## src/rtl/sine_dds.sv

```systemverilog
// Phase-accumulator sine generator with quarter-wave LUT, 3-stage pipeline and valid/ready output.
// Optional cosine output enabled by defining SINE_DDS_COSINE_EN.
module sine_dds #(
  parameter int unsigned OUT_WIDTH      = 8,
  parameter int unsigned ACC_WIDTH      = 16,
  parameter int unsigned LUT_ADDR_WIDTH = 6
) (
  input  logic                 clock,
  input  logic                 reset,
  input  logic                 enable,
  input  logic                 sync,
  input  logic [ACC_WIDTH-1:0] freq_word,
  input  logic [ACC_WIDTH-1:0] phase_offset,
  input  logic                 out_ready,
  output logic                 out_valid,
  output logic [OUT_WIDTH-1:0] sine
`ifdef SINE_DDS_COSINE_EN
  ,
  output logic [OUT_WIDTH-1:0] cosine
`endif
);

  localparam int unsigned Q       = 2 ** LUT_ADDR_WIDTH;
  localparam int unsigned AMP     = 2 ** (OUT_WIDTH - 1) - 1;
  localparam int unsigned PH_BITS = LUT_ADDR_WIDTH + 2;

  // round(AMP*sin(pi/2*(k+0.5)/Q)) in 2^30 fixed point (Taylor series to x^13)
  function automatic logic [OUT_WIDTH-1:0] lut_val(input int unsigned k);
    longint x;
    longint term;
    longint sum;
    longint prod;
    x    = (64'sd1686629713 * longint'(2 * k + 1)) / longint'(2 * Q);
    term = x;
    sum  = x;
    for (int n = 1; n <= 6; n++) begin
      prod = (((term * x) >>> 30) * x) >>> 30;
      term = -(prod / longint'((2 * n) * (2 * n + 1)));
      sum  = sum + term;
    end
    return OUT_WIDTH'((longint'(AMP) * sum + 64'sd536870912) >>> 30);
  endfunction

  logic [OUT_WIDTH-1:0] lut [Q];

  for (genvar k = 0; k < Q; k++) begin : g_lut
    localparam logic [OUT_WIDTH-1:0] VAL = lut_val(k);
    assign lut[k] = VAL;
  end

  logic [ACC_WIDTH-1:0]      acc;
  logic [1:0]                fill;
  logic [PH_BITS-1:0]        ph1;
  logic [LUT_ADDR_WIDTH-1:0] addr_s;
  logic                      neg_s;
  logic [LUT_ADDR_WIDTH-1:0] q1;
  logic [1:0]                quad1;
  logic [OUT_WIDTH-1:0]      mag_s;
  logic                      adv;

  assign adv   = enable & (~out_valid | out_ready);
  assign q1    = ph1[LUT_ADDR_WIDTH-1:0];
  assign quad1 = ph1[PH_BITS-1 -: 2];
  assign mag_s = lut[addr_s];

`ifdef SINE_DDS_COSINE_EN
  logic [LUT_ADDR_WIDTH-1:0] addr_c;
  logic                      neg_c;
  logic [OUT_WIDTH-1:0]      mag_c;

  assign mag_c = lut[addr_c];

  // Cosine is the next quadrant: sign flips in quadrants 1,2 and the fold direction inverts
  always_ff @(posedge clock) begin
    if (!reset) begin
      addr_c <= '0;
      neg_c  <= 1'b0;
      cosine <= '0;
    end else if (!sync && adv) begin
      addr_c <= quad1[0] ? q1 : ~q1;
      neg_c  <= quad1[1] ^ quad1[0];
      cosine <= neg_c ? ('0 - mag_c) : mag_c;
    end
  end
`endif

  // Accumulator, fill tracking and sine pipeline; only the phase bits the LUT needs are kept in S1
  always_ff @(posedge clock) begin
    if (!reset) begin
      acc       <= '0;
      fill      <= 2'd0;
      out_valid <= 1'b0;
      ph1       <= '0;
      addr_s    <= '0;
      neg_s     <= 1'b0;
      sine      <= '0;
    end else if (sync) begin
      acc       <= '0;
      fill      <= 2'd0;
      out_valid <= 1'b0;
    end else if (adv) begin
      acc       <= acc + freq_word;
      fill      <= (fill == 2'd3) ? 2'd3 : fill + 2'd1;
      out_valid <= (fill >= 2'd2);
      ph1       <= PH_BITS'((acc + phase_offset) >> (ACC_WIDTH - PH_BITS));
      addr_s    <= quad1[0] ? ~q1 : q1;
      neg_s     <= quad1[1];
      sine      <= neg_s ? ('0 - mag_s) : mag_s;
    end
  end

endmodule

```

## config.mk

```make
export PLATFORM = sky130hd
export DESIGN_NAME = sine_dds
export DESIGN_NICKNAME = d
export VERILOG_FILES = /design/src/rtl/sine_dds.sv
export SDC_FILE = /design/constraint.sdc
export NUM_CORES = 1
export LEC_CHECK = 0
export CAP_MARGIN = 20
export CORE_AREA = 2 2 95 97
export CTS_BUF_LIST = sky130_fd_sc_hd__clkbuf_8 sky130_fd_sc_hd__clkbuf_16
export DETAILED_ROUTE_END_ITERATION = 8
export DIE_AREA = 0 0 97 99
export HOLD_SLACK_MARGIN = 0.15
export PLACE_DENSITY = 0.64
export SETUP_SLACK_MARGIN = 0.4
export SLEW_MARGIN = 20
export SYNTH_ARGS = -nofsm -noshare
export SYNTH_HDL_FRONTEND = slang
export SYNTH_SLANG_ARGS = --single-unit
```

## constraint.sdc

```tcl
create_clock -name clock -period 2.9 [get_ports clock]
set_clock_uncertainty 0.2 [all_clocks]
set_input_delay 0.29 -clock clock [delete_from_list [all_inputs] [get_ports clock]]
set_output_delay 0.29 -clock clock [all_outputs]
set_load 0.05 [all_outputs]
```

==> run summary <==
DR iter-0 viols - 97
Worst Setup Start Kind - register
largest net degree at the start of global routing - 26
# DRC - 0
CP peak stage delay - 0.38 ns
DR vias/cell - 5.50
CTS Buf Count - 5
Util after Layout - 53.7%
Hold Slack - 0.238 ns
CTS Root Cell - clkbuf_8
row count - 34
TritonRoute pass-1 iters - 4
fill cell count - 809
Clock Path Buffers - 2
register area - 850 um^2
vias in the first global route - 3267
critical path launch point - addr_s[1]
status - completed
Worst EP arrival - 2.59 ns
HPWL Detailed - 6620 um
Netlist Area Pre-Place - 3480 um^2
routed vias - 3357
Async SR Flop Fraction - 0%
Seq/Total Area, Yosys - 24.1%
CTS tree - yes
Net Count, Synth - 514
R2R cell count - 10
transition time of the tightest slew-check pin - 0.499 ns
count of final hold-check violations - 0
Yosys cell types - 64
Worst R2R End - sine[7]
pwr/cell area - 382 nW/um^2
crit-path cells - clkinvlp_4 > ha_1 > nor3b_1 > a311o_1 > a221oi_2 > nor3_4 > buf_4 > nor4b_4 > nor4b_4 > o21ai_1
commonest non-fill, non-tap cell in the layout - clkdlybuf4s50_1
CTS clock-pin slew for the worst setup and hold paths - 0.08 ns
GR Overflow Total - 0
Setup violations, final - 0
worst reg2reg startpoint - addr_s[1]
f_max - 383 MHz
pre-CTS setup slack - -0.110 ns
ys flop type - dfxtp_1
RSZ-0062 raised after global routing - yes
hold_buf cts - 0
crit path time final - 2.61 ns
cell count along the critical path - 10
number of synthesized flops with an enable pin - 0
flop2flop setup slack - 0.29 ns
Tightest Hold Check Type - in -> reg
register bit count reported by yosys - 42
wire per inst - 14.7 um
Die X - 97 um
post-route setup slack - 0.292 ns
# diodes - 0
Worst EP required - 2.88 ns
GP Congestion - 0.963
Max FO, Critical Path - 5
first-pass GRT wire length - 14700 um
most frequent cells in the layout - clkdlybuf4s50_1 (44), nand2_1 (38), dfxtp_1 (37)
critical path buffer and inverter count - 2
Setup crit end - sine[7]
DIE AREA - 9600 um^2
Area Overhead vs Synth - 31.8%
synthesized area per cell - 7.96 um^2
Die Y-Extent - 99 um
multi-input logic area - 2710 um^2
Mapped Cells - 438
critical path class - reg -> reg
H-Tree Level Count - 2
antenna viol nets, final - 0
Hold Startpoint - freq_word[0]
Final nets - 578
clk_lat worst skew - 0.30 ns
GRT Overall Usage - 18.5%
max-slew violations - 0
crit end category - register
crit share post-route - 89.9%
Max Cap Viol - 0
delay-heaviest family, CP - compound AO/OA/AOI/OAI gates
starting density of the core - 40.8%
share of cells above drive strength 1 - 17.5%
Port Buffer Count - 45
initial antenna violation count - 0
Slew headroom - 66.7%
peak supply drop - 0.000203 V
YS warnings - 0
total core area - 8550 um^2
Leakage - 0.00183 uW
Total Wirelength - 8940 um
slowest CP cell - a311o_1
I/O pin count - 46
crit-path most repeated cell - nor4b_4
# clock sinks - 42
## cells by family (layout without fill, tap and decap cells)
kind of cell / Yosys count / after routing / share of synthesized area [%]
AO/OA/AOI/OAI: 137 / 137 / 26.1
buffers and inverters: 39 / 103 / 4.70
AND/OR/NAND/NOR: 148 / 148 / 22.3
adder cells (fa/ha/maj): 39 / 39 / 14.2
XOR/XNOR: 28 / 28 / 7.04
flip-flops: 42 / 42 / 24.1
multiplexers: 5 / 5 / 1.47
## power by group
group	switching, uW	internal [uW]
clock	211	276
combinational	331	294
sequential	34.5	609
total	577	1180
## worst min path at each step
stage	end	slack, ns	cells past startpoint
detailed placement	fill[0]	0.25	1
global placement	fill[0]	0.23	1
CTS	fill[0]	0.26	1
finish	acc[0]	0.24	4
global route	fill[0]	0.28	1
floorplan	fill[0]	0.22	1
## synth_stat cells, types with 3 or more instances
cell      instances  area (um^2)
xnor2_1          16          140
nand3_1          24          120
a31oi_1           4         25.0
nor2b_1          10         62.6
o21bai_1          5         37.5
inv_1            17         63.8
o21ai_1           5         25.0
nor3_1            6         30.0
nand2_1          39          146
a21oi_1          36          180
clkbuf_1         14         52.6
dfxtp_1          42          841
a21o_1            9         67.6
o31ai_1           4         30.0
nand4_1           5         31.3
o21ai_0          28          140
nor2_1           28          105
nand2b_1         11         68.8
a211oi_1         14          105
and2b_1           4         30.0
or3_1             3         18.8
ha_1             38          475
o211ai_1          3         22.5
xor2_1           12          105
mux2i_1           4         40.0
and2_1            3         18.8
a22oi_1           3         22.5
buf_4             4         30.0
## flip-flops by register name (all words and copies together), names as in the netlist
register / count
out_valid: 1
addr_s: 6
neg_s: 1
sine: 8
acc: 16
fill: 2
ph1: 8
## per-stage QoR
stage	power [uW]	setup TNS [ns]	area, um^2	std cells
floorplan	1020	0	3490	438
global placement	1180	-0.0796	4130	590
detailed placement	1190	-0.115	4130	590
CTS	1730	0	4420	605
global route	1850	0	4590	610
finish	1760	0	4590	610
## tightest hold or removal path, cell delays in order
cell	delay, ns
dlymetal6s2s_1	0.13
ha_4	0.14
nand2_1	0.04
a21oi_1	0.10
## routing by layer
metal	GRT usage [%]	vias to the layer above	part of all wire, %	wire, um
met5	0	-	0	0
met4	4.77	0	0.61	55
met3	2.70	6	3.1	276
met2	34.6	66	51	4530
met1	22.3	1561	46	4090
li1	-	1724	-	-
## layout make-up
type,count,area share [%]
repair buffers,79,15.6
multi-input cells,357,59.0
inverters,17,1.47
well taps,108,2.94
clock inverters,1,0.654
flip-flops and latches,42,18.5
clock buffers,6,1.80
## what timing repair did
item	4_1_cts	5_1_grt
pin swaps	15	11
setup endpoints to repair	10	12
resized for setup	25	24
gates cloned	0	0
setup buffers	8	5
Power figures use the tool's default switching activity.
==> variant, RTL diff (same settings) <==
Set the parameter `LUT_ADDR_WIDTH` to 8 (it was 6).
--- a/src/rtl/sine_dds.sv
+++ b/src/rtl/sine_dds.sv
@@ -5,3 +5,3 @@
   parameter int unsigned ACC_WIDTH      = 16,
-  parameter int unsigned LUT_ADDR_WIDTH = 6
+  parameter int unsigned LUT_ADDR_WIDTH = 8
 ) (
Check against the original RTL: not equivalent (Yosys sat finds a counterexample within 4 cycles, from zero or initial values and one cycle with reset low).
==> variant against the original RTL <==
Sequential cell count is 4 higher; setup slack got worse by 0.18 ns; cell area rose by 28%; final cell count rose by 27%; sequential power is 11% higher; wire length up 41%; largest power group is now combinational cells; via count grew 37%; die area is the same; power up 15%; count of clock-buffer cells in the layout shrank 1; synthesized area rose by 28%.
==> variant: results (changes against the original RTL) <==
status: "finished, final reports clean"
clock_latency_ns: 0.30  # about the same
slowest_delay_ns: 0.47  # +0.09 ns
ys_types: 79  # +23%
antenna_found_initial: 0  # unchanged
portBuffers: 45  # unchanged
fillerInstances: 723  # -11%
grt_pass1_wl_um: 20000  # +36%
vdd_drop_max_uv: 185  # -8.9%
layout.nets: 739  # +28%
first_pass_iters: 5  # +1
drt_iter0_markers: 157  # +62%
hold_class: "in2reg"
synthFlopType: "dfxtp_1"
seq_area_frac_synth: 0.206  # -0.0350
reg_top3: "acc (16), ph1 (10)"
ys_top_cells_by_area: "dfxtp_1, ha_1, nand2_1"
critPathMaxFanout: 6  # +1
htree_levels: 2  # unchanged
hpwl_um: 9240  # +40%
critPathSlowestCell: "mux4_2"
max_slew_margin: 0.584  # -0.0827
clk_path_buf_depth: 2  # unchanged
cts_hold_buffers: 0  # unchanged
syn_nets: 657  # +28%
cp_data_arrival_time_ns: 2.79  # +0.20 ns
wl_per_cell_um: 16.3  # +11%
grt_pass1_vias: 4324  # +32%
track_usage: 0.248  # +0.0632
vias_per_cell: 5.95  # +8.1%
grt_max_degree: 32  # +23%
clk_pin_slew_ns: 0.10  # +0.02 ns
placed_area_um2: 5310  # +28%
leakagePower_nw: 2.35  # +28%
swShare: 0.369  # +0.0407
drive_gt1_frac: 0.252  # +0.0762
netlist_top_cells_count: "nand2_1, dfxtp_1, a21oi_1"
place_congestion: 0.904  # -6.1%
-- variant: cell count changes in the layout (fill, tap and decap cells not counted), sizes merged, moves of 7 or more --
cell           unedited run  this run
a21boi                    1         8
a21oi                    36        46
buf                      34        74
clkdlybuf4s50            44        36
nand2                    39        62
nor2                     28        44
o211a                     0        11
o21ai                    33        41
-- variant: routing by layer --
layer / vias to the layer above / part of all wire / global-route usage
met2: 120 / 0.52 / 0.466
met5: - / 0 / 0
met4: 0 / 0.023 / 0.0823
met3: 23 / 0.042 / 0.0326
met1: 2163 / 0.42 / 0.292
li1: 2285 / - / -
-- variant: per-stage QoR --
step                std cells  utilization  worst slack (ns)  hold WS, ns
floorplan                 581            -            0.0897        0.237
global placement          749        0.621            -0.211        0.244
detailed placement        749        0.621            -0.282        0.251
CTS                       764        0.650            0.0855        0.266
global route              772        0.685          -0.00194        0.289
finish                    772        0.685             0.115        0.258
-- variant: worst paths after layout --
| path | from | cells past startpoint | slack [ns] | end |
|---|---|---|---|---|
| setup reg to reg | addr_s[1] | 12 | 0.11 | sine[4] |
| hold reg to reg | sine[7] | 2 | 0.26 | sine[7] |
| setup / recovery | addr_s[1] | 12 | 0.11 | sine[4] |
| hold / removal | freq_word[0] | 4 | 0.26 | acc[0] |
-- variant: what timing repair did --
| item | 4_1_cts | 5_1_grt |
|---|---|---|
| setup buffers | 7 | 7 |
| cloned | 0 | 1 |
| gates resized for setup | 31 | 54 |
| pin swaps | 26 | 36 |
| endpoints found under the setup margin | 14 | 16 |
-- variant: cell families (layout without fill, tap and decap cells) --
group           after synthesis  after routing  share of synthesized area
flops                        46             46                      0.206
fa+ha+maj                    39             39                      0.111
simple gates                201            201                      0.227
xor+xnor                     28             28                     0.0549
compound gates              192            192                      0.301
buf+inv                      65            148                     0.0715
mux                          10             10                     0.0280
-- variant: critical path, delay by kind of cell (launching register included) --
kind	cells	cell delay, ns
buffers and inverters	2	0.13
adder cells (fa/ha/maj)	2	0.43
AND/OR/NAND/NOR	3	0.33
flip-flops	1	0.39
multiplexers	1	0.47
AO/OA/AOI/OAI	4	0.75
-- variant: power groups by stage --
stage / Clock (W) / Combinational [W] / Sequential [W]
6_report: 0.000400 / 0.000906 / 0.000715
5_1_grt: 0.000439 / 0.000988 / 0.000721
4_1_cts: 0.000411 / 0.000843 / 0.000713
3_5_place_dp: 0 / 0.000816 / 0.000726
3_3_place_gp: 0 / 0.000803 / 0.000725
2_1_floorplan: 0 / 0.000554 / 0.000728
-- variant: final cells by class --
class	count	share of cell area
clock buffer	5	0.0118
inverter	21	0.0147
sequential	46	0.163
timing repair buffer	119	0.177
tap	108	0.0231
multi-input combinational	470	0.608
clock inverter	3	0.00321
